--- src/rtl/verilog_assign_serializer_pkg.sv ---
// verilog_assign_ser_pkg
// Shared types and helpers for the assign-path serializer.
//   ser_state_e    : FSM state encoding. PAR keeps its code in every build so
//                    netlists with and without parity line up state-for-state.
//   IDLE_LEVEL_DEF : default serial line level while idle / stop bit.
//   cnt_width()    : bit counter width for a given frame width.
package verilog_assign_ser_pkg;

  typedef enum logic [2:0] {
    ST_IDLE  = 3'd0,
    ST_START = 3'd1,
    ST_SHIFT = 3'd2,
    ST_PAR   = 3'd3,
    ST_STOP  = 3'd4
  } ser_state_e;

  localparam logic IDLE_LEVEL_DEF = 1'b1;

  // $clog2(1) is 0; keep at least one counter bit.
  function automatic int cnt_width(input int width);
    return (width > 1) ? $clog2(width) : 1;
  endfunction

endpackage

--- src/rtl/verilog_assign_serializer_if.sv ---
// verilog_assign_serializer_if
// Valid/ready parallel load bus into the serializer.
//   load_valid : producer has a word this cycle
//   load_ready : serializer accepts a word this cycle
//   load_data  : word to transmit, bit 0 first
// Modports: master (producer side), slave (serializer side).
interface verilog_assign_serializer_if #(
  parameter int WIDTH = 8
);
  logic             load_valid;
  logic             load_ready;
  logic [WIDTH-1:0] load_data;

  modport master (output load_valid, output load_data, input load_ready);
  modport slave  (input load_valid, input load_data, output load_ready);
endinterface

--- src/rtl/verilog_assign_serializer_shift.sv ---
// verilog_assign_ser_shift
// WIDTH-bit load/shift register for the serializer data path.
//   clk, rst   : clock, synchronous active-high reset
//   i_capture  : load i_data (has priority over shift)
//   i_shift_en : shift right by one, zero fill from the top
//   i_data     : parallel word
//   o_lsb      : current bit 0, the next bit to go on the line
module verilog_assign_ser_shift #(
  parameter int WIDTH = 8
) (
  input  logic             clk,
  input  logic             rst,
  input  logic             i_capture,
  input  logic             i_shift_en,
  input  logic [WIDTH-1:0] i_data,
  output logic             o_lsb
);

  logic [WIDTH-1:0] r_sr;
  wire              w_lsb;

  always_ff @(posedge clk) begin
    if (rst) begin
      r_sr <= '0;
    end else if (i_capture) begin
      r_sr <= i_data;
    end else if (i_shift_en) begin
      r_sr <= {1'b0, r_sr[WIDTH-1:1]};
    end
  end

  assign w_lsb = r_sr[0];
  assign o_lsb = w_lsb;

endmodule

--- src/rtl/verilog_assign_serializer.sv ---
// verilog_assign_serializer
// Parallel-in, serial-out frame transmitter: start bit, WIDTH data bits LSB
// first, optional even-parity bit, stop bit. Every output is carried to its
// port by a continuous assign from an internal net.
// Ports:
//   clk, rst     : clock, synchronous active-high reset
//   load_if      : valid/ready load bus (slave modport)
//   ser_out      : serial line, assigned from the internal net of r_ser_q
//   ser_out_copy : alias of ser_out
//   busy         : frame in progress (state != IDLE)
//   frame_done   : one-cycle pulse during the stop-bit cycle
//   parity_out   : internal parity register (parity builds only)
// Build option: define VERILOG_ASSIGN_SER_PARITY_EN to add the parity bit,
// the PAR state and the parity_out port.
//
// state    | meaning
// ---------+-----------------------------------------------
// ST_IDLE  | line idle, load_ready high, waiting for a load
// ST_START | start bit (!IDLE_LEVEL) on the line
// ST_SHIFT | WIDTH data bits, counter runs 0..WIDTH-1
// ST_PAR   | even-parity bit on the line (parity builds)
// ST_STOP  | stop bit (IDLE_LEVEL), frame_done high
module verilog_assign_serializer
  import verilog_assign_ser_pkg::*;
#(
  parameter int   WIDTH      = 8,
  parameter logic IDLE_LEVEL = IDLE_LEVEL_DEF
) (
  input  logic                        clk,
  input  logic                        rst,
  verilog_assign_serializer_if.slave  load_if,
  output logic                        ser_out,
  output logic                        ser_out_copy,
  output logic                        busy,
  output logic                        frame_done
`ifdef VERILOG_ASSIGN_SER_PARITY_EN
  ,
  output logic                        parity_out
`endif
);

  localparam int             CNT_W    = cnt_width(WIDTH);
  localparam logic [CNT_W-1:0] CNT_LAST = CNT_W'(WIDTH - 1);

  ser_state_e       r_state;
  logic [CNT_W-1:0] r_cnt;
  logic             r_ser_q;
  logic             r_frame_done;
`ifdef VERILOG_ASSIGN_SER_PARITY_EN
  logic             r_parity;
`endif

  wire w_idle;
  wire w_ready;
  wire w_xfer;
  wire w_shift_en;
  wire w_lsb;
  wire w_ser_q;

  assign w_idle     = (r_state == ST_IDLE);
  // Ready depends only on state and reset so no valid->ready loop can form.
  assign w_ready    = w_idle && !rst;
  assign w_xfer     = w_ready && load_if.load_valid;
  // Shifting in START exposes bit 1 at the first SHIFT edge; the extra
  // shift on the last SHIFT cycle only moves zeros and is harmless.
  assign w_shift_en = (r_state == ST_START) || (r_state == ST_SHIFT);

  verilog_assign_ser_shift #(
    .WIDTH (WIDTH)
  ) u_shift (
    .clk        (clk),
    .rst        (rst),
    .i_capture  (w_xfer),
    .i_shift_en (w_shift_en),
    .i_data     (load_if.load_data),
    .o_lsb      (w_lsb)
  );

  always_ff @(posedge clk) begin
    if (rst) begin
      r_state      <= ST_IDLE;
      r_cnt        <= '0;
      r_ser_q      <= IDLE_LEVEL;
      r_frame_done <= 1'b0;
`ifdef VERILOG_ASSIGN_SER_PARITY_EN
      r_parity     <= 1'b0;
`endif
    end else begin
      r_frame_done <= 1'b0;
      case (r_state)
        ST_IDLE: begin
          r_cnt   <= '0;
          r_ser_q <= IDLE_LEVEL;
          if (w_xfer) begin
            r_state <= ST_START;
            r_ser_q <= ~IDLE_LEVEL;
`ifdef VERILOG_ASSIGN_SER_PARITY_EN
            r_parity <= ^load_if.load_data;
`endif
          end
        end
        ST_START: begin
          r_state <= ST_SHIFT;
          r_cnt   <= '0;
          r_ser_q <= w_lsb;
        end
        ST_SHIFT: begin
          if (r_cnt == CNT_LAST) begin
            r_cnt <= '0;
`ifdef VERILOG_ASSIGN_SER_PARITY_EN
            r_state <= ST_PAR;
            r_ser_q <= r_parity;
`else
            r_state      <= ST_STOP;
            r_ser_q      <= IDLE_LEVEL;
            r_frame_done <= 1'b1;
`endif
          end else begin
            r_cnt   <= r_cnt + CNT_W'(1);
            r_ser_q <= w_lsb;
          end
        end
        ST_PAR: begin
          r_state      <= ST_STOP;
          r_ser_q      <= IDLE_LEVEL;
          r_frame_done <= 1'b1;
        end
        ST_STOP: begin
          r_state <= ST_IDLE;
          r_ser_q <= IDLE_LEVEL;
        end
        default: begin
          r_state <= ST_IDLE;
          r_ser_q <= IDLE_LEVEL;
        end
      endcase
    end
  end

  assign w_ser_q            = r_ser_q;
  assign ser_out            = w_ser_q;
  assign ser_out_copy       = ser_out;
  assign busy               = !w_idle;
  assign frame_done         = r_frame_done;
  assign load_if.load_ready = w_ready;
`ifdef VERILOG_ASSIGN_SER_PARITY_EN
  assign parity_out         = r_parity;
`endif

endmodule

--- src/flat_wrapper.sv ---
// flat-port wrapper written by rule: the top's interface ports become plain ports
module verilog_assign_serializer_flat import verilog_assign_ser_pkg::*;
#(
  parameter int   WIDTH      = 8,
  parameter logic IDLE_LEVEL = IDLE_LEVEL_DEF
)
  (clk, rst, ser_out, ser_out_copy, busy, frame_done, load_if_load_valid, load_if_load_data, load_if_load_ready);
  verilog_assign_serializer_if #(.WIDTH(WIDTH)) load_if_i ();
  input  logic clk;
  input  logic rst;
  output logic ser_out;
  output logic ser_out_copy;
  output logic busy;
  output logic frame_done;
  input wire logic [$bits(load_if_i.load_valid)-1:0] load_if_load_valid;
  input wire logic [$bits(load_if_i.load_data)-1:0] load_if_load_data;
  output wire logic [$bits(load_if_i.load_ready)-1:0] load_if_load_ready;
  assign load_if_i.load_valid = load_if_load_valid;
  assign load_if_i.load_data = load_if_load_data;
  assign load_if_load_ready = load_if_i.load_ready;
  verilog_assign_serializer #(.WIDTH(WIDTH), .IDLE_LEVEL(IDLE_LEVEL)) u_core (.clk(clk), .rst(rst), .load_if(load_if_i), .ser_out(ser_out), .ser_out_copy(ser_out_copy), .busy(busy), .frame_done(frame_done));
endmodule
--- config.mk ---
export PLATFORM = sky130hd
export DESIGN_NAME = verilog_assign_serializer_flat
export DESIGN_NICKNAME = d
export VERILOG_FILES = /design/src/rtl/verilog_assign_serializer_pkg.sv /design/src/rtl/verilog_assign_serializer_if.sv /design/src/rtl/verilog_assign_serializer_shift.sv /design/src/rtl/verilog_assign_serializer.sv /design/src/flat_wrapper.sv
export SDC_FILE = /design/constraint.sdc
export NUM_CORES = 1
export LEC_CHECK = 0
export CELL_PAD_IN_SITES_DETAIL_PLACEMENT = 1
export CELL_PAD_IN_SITES_GLOBAL_PLACEMENT = 2
export CORE_MARGIN = 1.5
export CORE_UTILIZATION = 27
export CTS_CLUSTER_SIZE = 10
export DETAILED_ROUTE_END_ITERATION = 8
export GPL_TIMING_DRIVEN = 0
export PLACE_DENSITY = 0.74
export SLEW_MARGIN = 10
export SYNTH_ARGS = -nofsm -noshare
export SYNTH_HDL_FRONTEND = slang
export SYNTH_SLANG_ARGS = --single-unit
--- constraint.sdc ---
create_clock -name clk -period 1.3 [get_ports clk]
set_input_delay 0.39 -clock clk [delete_from_list [all_inputs] [get_ports clk]]
set_output_delay 0.39 -clock clk [all_outputs]
set_load 0.05 [all_outputs]
==> flow_summary.ini <==
[cells_and_area]
diodes = 0
finalNonFillerCells = 147
final_cell_mix = 11 x dfxtp_1, 9 x clkdlybuf4s50_1, 8 x nor3_1
final_common_cell = dfxtp_1
register_area_um2 = 331.6
area_growth_syn_to_layout_pct = 45.71
fin_nets = 130
drive_above_1_share_pct = 39.66
final_core_util_pct = 42.86
multi_input_area_um2 = 500.5
fillers = 327

[hold_path]
min_from = u_core.r_cnt[1]$_SDFFE_PP0P_
hold_end = u_core.r_cnt[1]$_SDFFE_PP0P_
whs_path_depth = 2
hold_class = flip-flop to flip-flop

[routing]
viasPerCell = 5.238
drtIter0Drc = 5
wl_um = 2277
drc = 0
postRouteAntennaNets = 0
firstDrtPassIters = 4
vias = 770
post_drt_wl_per_cell_um = 15.49

[outcome]
violations = setup timing
status = complete, but fails checks

[timing]
max_clock_freq_mhz = 548.0
setup_viol = 12
setup_ws_ns = -0.5247
worst_pin_slew_ns = 0.4028
final_max_slew_viol_count = 0
hold_slack_ns = 0.4882
layout_min_cycle_time_ns = 1.825
rsz0062_at_grt = yes
max_slew_margin_pct = 73.01
finClkSkew_ns = 0.002905
finalHoldViolCount = 0
period_share_pct = 140.4

[clock_network]
cts_buffers = 3
clkLatencyLatePin_ns = 0.29
clockBufferDepth = 2
cts_root_buf = clkbuf_4
clk_pin_slew_ns = 0.10
cts_num_sinks = 16
ctsHtreeMaxLevel = 1
cts_tree = yes

[yosys]
synthArstFlopShare_pct = 0
yosysWarnings = 0
synth_fp_nets = 103
synthFlopType = dfxtp_1
syn_area_um2 = 832.0
ys_types = 28
avgSynthCellArea_um2 = 9.245
synth_seq_cells = 16
synth_cells = 90
ys_seq_area_share_pct = 38.50
synth_edf_count = 0

[placement]
dpl_worst_slack_ns = -1.449
dpl.cell_count = 136
gp_congestion = 0.6424
dp_hpwl_um = 1523
portBuffers = 15

[worst_setup_path]
r2r-end = u_core.u_shift.r_sr[4]$_SDFFE_PP0P_
crit_fanout = 3
startpoint_type = flip-flop
critPathKind = flip-flop to primary output
required_ns = 0.91
worst_ep_arrival_time_ns = 1.43
r2r_setup_slack_ns = -0.46
reg2reg_depth = 7
cp-end-kind = primary output
worstSetupStartpoint = u_core.r_state[2]$_SDFFE_PP0P_
r2r-start = u_core.r_state[2]$_SDFFE_PP0P_

[die]
die_w_um = 58.51
die_y_um = 58.51
coreArea_mm2 = 0.002829
io_pins = 16
dieArea_mm2 = 0.003423
start_util_pct = 29.41
rows = 19

[global_route]
antenna_found_initial = 0
grt_usage_pct = 15.65
grt_max_degree = 11
grt_overflow = 0
grt_pass1_wl_um = 4002
grt_pass1_vias = 824

[power]
leakage_nw = 0.4495
ir_drop_mv = 0.6366
power.density_mw_per_mm2 = 1035

[job]
maxCapViolCount = 0
kinds of logic (layout without fill, tap and decap cells):
logic type	Yosys count	in the layout	synth area share [%]
buf+inv	10	36	7.366
flops	16	16	38.50
fa+ha+maj	2	2	3.007
compound gates	25	25	24.81
simple gates	34	34	23.01
xor+xnor	2	2	2.106
mux	1	1	1.203
synthesized netlist by cell type, types with 3 or more instances:
cell type / number / area share (%)
a21oi_1: 3 / 1.8
o21ai_1: 3 / 1.8
o21ai_0: 7 / 4.2
clkbuf_1: 4 / 1.8
a311oi_2: 7 / 13
nor2_1: 5 / 2.3
nand2_1: 4 / 1.8
nor3_1: 8 / 4.8
dfxtp_1: 16 / 38
nand3b_1: 7 / 6.3
and2_1: 3 / 2.3
flip-flops by register name, summed over array words and instances (netlist names):
signal and cells:
u_core.frame_done 1, u_core.u_shift.r_sr 8, u_core.r_state 3, u_core.r_cnt 3, u_core.ser_out 1
what timing repair did:
action	in CTS	in global routing
gates cloned	0	0
hold buffers	0	0
pin swaps	3	5
resized for setup	43	14
setup endpoints to repair	19	21
buffers inserted	6	2
critical path, cell delays in order, from the launching register on:
cell and delay (ns):
dfxtp_4 0.36, or3_4 0.40, clkbuf_16 0.16, nor2_4 0.07
buf_6 0.16
per-stage QoR:
step                 power, W  TNS [ns]  area (µm²)
global placement    0.0008579    -10.98        1055
floorplan           0.0007626   -0.8950       865.8
detailed placement  0.0008635    -11.24        1055
global route         0.001325    -5.629        1212
CTS                  0.001245    -4.766        1159
finish               0.001254    -4.879        1212
per-layer routing:
metal	vias up	wire length, µm	GRT usage [%]	part of all wire [%]
li1	383	-	-	-
met1	376	1040	18.18	46
met2	9	1161	28.57	51
met3	2	65	4.176	2.9
met4	0	10	3.322	0.44
met5	-	0	0	0
final cells by class:
cell class / count / area share [%]
plain buffers: 8 / 6.811
clock buffers: 4 / 2.993
multi-input cells: 64 / 41.28
flip-flops and latches: 16 / 27.35
well taps: 31 / 3.199
inverters: 1 / 0.5160
repair buffers: 23 / 17.85
where the power goes:
part	internal (W)	switching, W	total, W
Combinational	0.000178	0.000189	0.000366
Sequential	0.000521	0.0000197	0.000541
Clock	0.000171	0.000176	0.000347
how the worst max path moves through the flow:
| stage | endpoint | slack (ns) | cells past startpoint |
|---|---|---|---|
| final | load_if_load_ready | -0.52 | 4 |
| after global routing | load_if_load_ready | -0.58 | 4 |
| after CTS | load_if_load_ready | -0.54 | 4 |
| after detailed placement | load_if_load_ready | -1.45 | 4 |
| after global placement | load_if_load_ready | -1.44 | 4 |
| after floorplan | load_if_load_ready | -0.33 | 4 |
No activity file was read; power rests on OpenSTA's default activity.
==> RTL edit 1, RTL diff (same settings) <==
The 5 states of `ser_state_e` get a one-hot encoding in 5 bits.
--- a/src/rtl/verilog_assign_serializer_pkg.sv
+++ b/src/rtl/verilog_assign_serializer_pkg.sv
@@ -7,10 +7,10 @@
 package verilog_assign_ser_pkg;
 
-  typedef enum logic [2:0] {
-    ST_IDLE  = 3'd0,
-    ST_START = 3'd1,
-    ST_SHIFT = 3'd2,
-    ST_PAR   = 3'd3,
-    ST_STOP  = 3'd4
+  typedef enum logic [4:0] {
+    ST_IDLE  = 5'b00001,
+    ST_START = 5'b00010,
+    ST_SHIFT = 5'b00100,
+    ST_PAR   = 5'b01000,
+    ST_STOP  = 5'b10000
   } ser_state_e;
 
Formal check against the unedited RTL: no difference found for any inputs over 10 cycles, from zero or initial values and one cycle with rst high; not proved beyond that.
==> RTL edit 1 against the original RTL <==
The flow still finishes with violations (negative setup slack); cell count increased by 10%; worst setup slack improved by 0.18 ns; clock skew increased by 0.00067 ns; core utilization increased by 1.3 points; sequential cell count increased by 1; maximum frequency increased by 11%; count of clock-buffer cells in the layout unchanged; area after synthesis increased by 3.6%; wire length increased by 17%; final area increased by 11%; total power decreased by 2.2%; clock power decreased by 17%.
==> RTL edit 1: results (changes against the original RTL) <==
grt_pass1_wl_um: 3870  # -3.3%
gp_congestion: 0.7150  # +11%
slowest_stage: "dfxtp_4"
worst_pin_slew_ns: 0.3556  # -0.04719 ns
reg.largest.list: "u_core.u_shift.r_sr: 8 flops, u_core.r_state: 4 flops, u_core.r_cnt: 3 flops"
status: "complete, but fails checks"
ys_types: 37  # +32%
nFillCells: 362  # +11%
drt-wirelength-per-cell_um: 16.51  # +6.6%
finalSetupTns_ns: -2.648  # +2.230 ns
grt_usage_pct: 14.57  # -1.1 points
placement.setup.worst_slack_ns: -1.406  # +0.04314 ns
drt_iter0_markers: 12  # +7
placed_cell_area_sq_um: 1104  # +4.6%
synth_common_cells: "dfxtp_1, nor3_1"
finClkSkew_ns: 0.003570  # +0.0006653 ns
syn_nets: 106  # +2.9%
vdd_drop_max_mv: 0.6186  # -2.8%
violations: "negative setup slack"
setup-violations-final: 13  # +1
hold_path.class: "input port to flip-flop"
hpwl_um: 1594  # +4.6%
drive_gt1_share_pct: 44.07  # +4.4 points
final_nets: 132  # +1.5%
via_count: 831  # +7.9%
setup_slack_ns: -0.3480  # +0.1767 ns
placed_cells: 152  # +12%
syn_area_per_cell_sq_um: 9.270  # +0.27%
==> RTL edit 1: cell count changes in the layout (fill, tap and decap cells not counted), moves of 3 or more <==
cell | unedited run | this run
nand3b_1 | 7 | 0
a311oi_2 | 7 | 0
nor3_2 | 0 | 3
o211ai_1 | 1 | 4
a311oi_1 | 0 | 5
nor3_1 | 8 | 1
nand3_1 | 0 | 5
o21ai_1 | 3 | 0
and2_1 | 3 | 0
==> RTL edit 1: stage by stage <==
stage          utilization (%)  total power, W
6_report                 44.14        0.001227
3_3_place_gp             36.15       0.0008385
3_5_place_dp             36.15       0.0008412
2_1_floorplan                -       0.0007476
4_1_cts                  37.70        0.001144
5_1_grt                  44.14        0.001290
==> RTL edit 1: cell families after synthesis <==
group / share of synthesized area (%)
XOR/XNOR: 3.775
flip-flops: 39.48
buffers and inverters: 5.370
AO/OA/AOI/OAI: 23.37
adder cells (fa/ha/maj): 2.902
AND/OR/NAND/NOR: 25.11
==> RTL edit 1: report_power, final <==
group | total, W | internal, W | switching, W
Clock | 0.000289 | 0.000119 | 0.000171
Sequential | 0.000562 | 0.000546 | 0.0000162
Combinational | 0.000375 | 0.000177 | 0.000198
==> RTL edit 1: what timing repair did <==
item / CTS / global route
buffers inserted: 3 / 7
setup endpoints to repair: 18 / 18
gates cloned: 0 / 1
pin swaps: 3 / 12
resized for setup: 40 / 38
==> RTL edit 1: layer usage <==
| layer | share of wire, % | global-route usage (%) | up-vias |
|---|---|---|---|
| met2 | 50 | 24.65 | 11 |
| li1 | - | - | 401 |
| met3 | 2.3 | 1.965 | 2 |
| met5 | 0 | 0 | - |
| met1 | 47 | 19.47 | 417 |
| met4 | 0.86 | 3.810 | 0 |
==> RTL edit 1: path summary, 6_finish.rpt <==
check | start | end | slack, ns | cells after the start
worst max register to register | u_core.r_state[1] | u_core.u_shift.r_sr[6] | -0.24 | 6
worst max-delay path | u_core.r_state[2] | load_if_load_ready | -0.35 | 4
worst min-delay path | rst | u_core.frame_done | 0.45 | 2
worst min register to register | u_core.u_shift.r_sr[7] | u_core.u_shift.r_sr[7] | 0.50 | 2
==> RTL edit 1: layout make-up <==
type | instances | area (sq um) | share of cell area [%]
repair buffers | 26 | 249.0 | 18.48
clock buffers | 4 | 26.28 | 1.950
inverters | 2 | 7.507 | 0.5571
plain buffers | 3 | 36.28 | 2.693
flip-flops and latches | 17 | 351.6 | 26.09
well taps | 44 | 55.05 | 4.085
multi-input cells | 66 | 621.8 | 46.15
==> RTL edit 1: worst reg2reg max path, cell delays in order (launching register included) <==
cell and delay [ns]:
dfxtp_4 0.37, buf_6 0.11, buf_8 0.13, or3b_4 0.42
buf_8 0.16, nor3_4 0.16, a311oi_1 0.07
==> RTL edit 2, RTL diff (same flow settings) <==
Without the edit above. `WIDTH` is set to 8 in 4 places; all go to 10.
--- a/src/rtl/verilog_assign_serializer_if.sv
+++ b/src/rtl/verilog_assign_serializer_if.sv
@@ -6,5 +6,5 @@
 // Modports: master (producer side), slave (serializer side).
 interface verilog_assign_serializer_if #(
-  parameter int WIDTH = 8
+  parameter int WIDTH = 10
 );
   logic             load_valid;
--- a/src/rtl/verilog_assign_serializer_shift.sv
+++ b/src/rtl/verilog_assign_serializer_shift.sv
@@ -7,5 +7,5 @@
 //   o_lsb      : current bit 0, the next bit to go on the line
 module verilog_assign_ser_shift #(
-  parameter int WIDTH = 8
+  parameter int WIDTH = 10
 ) (
   input  logic             clk,
--- a/src/rtl/verilog_assign_serializer.sv
+++ b/src/rtl/verilog_assign_serializer.sv
@@ -24,5 +24,5 @@
   import verilog_assign_ser_pkg::*;
 #(
-  parameter int   WIDTH      = 8,
+  parameter int   WIDTH      = 10,
   parameter logic IDLE_LEVEL = IDLE_LEVEL_DEF
 ) (
--- a/src/flat_wrapper.sv
+++ b/src/flat_wrapper.sv
@@ -2,5 +2,5 @@
 module verilog_assign_serializer_flat import verilog_assign_ser_pkg::*;
 #(
-  parameter int   WIDTH      = 8,
+  parameter int   WIDTH      = 10,
   parameter logic IDLE_LEVEL = IDLE_LEVEL_DEF
 )
Ports: changed (resized load_if_load_data); port bits go from 16 to 18. The function was not compared with the original's and may differ.
==> RTL edit 2 against the original RTL <==
Die area rose by 17%; highest routed layer unchanged; area after synthesis is 18% higher; clock skew rose by 0.010 ns; the flow still finishes with violations (negative setup slack); sequential cell count up 3; non-clock buffer count rose by 10; final area up 27%; global-route usage is 0.18 points lower; worst setup slack improved by 0.13 ns; wire length increased by 36%; first-iteration DRC count increased to 3.8 times the old value; total power rose by 20%.
==> RTL edit 2: results (changes against the original RTL) <==
syn-instance-count: 105  # +17%
antenna_found_initial: 0  # unchanged
status: "complete, but fails checks"
gp_congestion: 0.6798  # +5.8%
min_to: "u_core.u_shift.r_sr[9]"
final_nets: 158  # +22%
met3_usage_pct: 5.000  # +0.82 points
placement.setup.worst_slack_ns: -1.352  # +0.09708 ns
setup-violations-final: 18  # +6
grt_use_met1_pct: 18.12  # -0.060 points
placed_cells: 168  # +24%
syn_nets: 120  # +17%
synth_common_cells: "dfxtp_1, o21ai_0, a311oi_1"
crit_family: "flip-flops"
slowest_delay_ns: 0.36  # -0.04 ns
drt_wl_total_um: 3093  # +36%
grt_use_met2_pct: 27.53  # -1.0 points
slew_headroom_pct: 58.44  # -15 points
drt-wirelength-per-cell_um: 16.45  # +6.2%
min_from: "u_core.u_shift.r_sr[9]"
clock_power_w: 0.000313  # -9.8%
crit_fanout: 2  # -1
violations: "negative setup slack"
arrival_ns: 1.31  # -0.12 ns
antenna_cells: 0  # unchanged
vdd_drop_max_mv: 0.4171  # -34%
dr.pass1.iters: 3  # -1
grt_pass1_vias: 960  # +17%
ys_seq_area_share_pct: 38.87  # +0.38 points
finClkSkew_ns: 0.01316  # +0.01025 ns
path_clk_slew_ns: 0.12  # +0.02 ns
synth_edf_count: 0  # unchanged
vias_per_cell: 5.085  # -2.9%
synth_area_leaders: "dfxtp_1, a311oi_1, o21ai_0"
nFillCells: 393  # +20%
grt_pass1_wl_um: 4719  # +18%
slowest_stage: "dfxtp_2"
reg2reg_to: "u_core.u_shift.r_sr[0]"
reg2reg_slack_ns: -0.30  # +0.16 ns
leakagePower_nw: 0.5839  # +30%
ys_types: 29  # +3.6%
drt_iter0_markers: 19  # +14
hpwl_um: 1763  # +16%
portBuffers: 17  # +2
powerComb_w: 0.000534  # +46%
ff2ff_path_depth: 4  # -3
setup_slack_ns: -0.3989  # +0.1257 ns
switching_share_pct: 33.33  # +2.7 points
==> RTL edit 2: cells by family after synthesis <==
family	count (synthesis)	synth area share, %
adders and majority gates	2	2.557
and+or+nand+nor	36	23.02
DFF	19	38.87
AOI/OAI and AO/OA	32	23.66
xor gates and xnor gates	3	4.604
buffers and inverters	13	7.288
==> RTL edit 2: repair_timing <==
item,CTS,global route
cloned,1,1
setup endpoints to repair,19,21
hold buffers,0,0
pin swaps,4,13
buffers inserted,12,4
gates resized for setup,49,34
==> RTL edit 2: stage by stage <==
step	area, sq um	TNS (ns)	hold WS [ns]	total power, W
floorplan	1002	-0.3277	0.4543	0.0009206
global placement	1230	-8.765	0.4752	0.001041
detailed placement	1230	-8.961	0.4836	0.001046
CTS	1388	-4.350	0.5011	0.001433
global route	1539	-5.400	0.5133	0.001589
finish	1539	-4.152	0.4870	0.001503
==> RTL edit 2: final cells by class <==
type | instances | area share [%]
Tap cell | 46 | 3.740
Buffer | 8 | 5.285
Multi-Input combinational cell | 74 | 43.01
Clock buffer | 4 | 1.707
Sequential cell | 19 | 25.37
Timing Repair Buffer | 33 | 19.92
Inverter | 4 | 0.9756
==> RTL edit 2: layer usage <==
metal  share of wire, %  vias to the layer above
li1                   -                      467
met1                 42                      477
met2                 54                       10
met3                3.0                        2
met4               0.48                        0
met5                  0                        -
==> RTL edit 2: worst max path at each step <==
stage | from | cells after the start | end | slack, ns
after floorplan | rst | 3 | load_if_load_ready | -0.30
after global placement | rst | 5 | load_if_load_ready | -1.35
after detailed placement | rst | 5 | load_if_load_ready | -1.35
after CTS | u_core.r_state[2] | 4 | load_if_load_ready | -0.42
after global routing | u_core.r_state[2] | 3 | load_if_load_ready | -0.48
final | u_core.r_state[0] | 3 | busy | -0.40
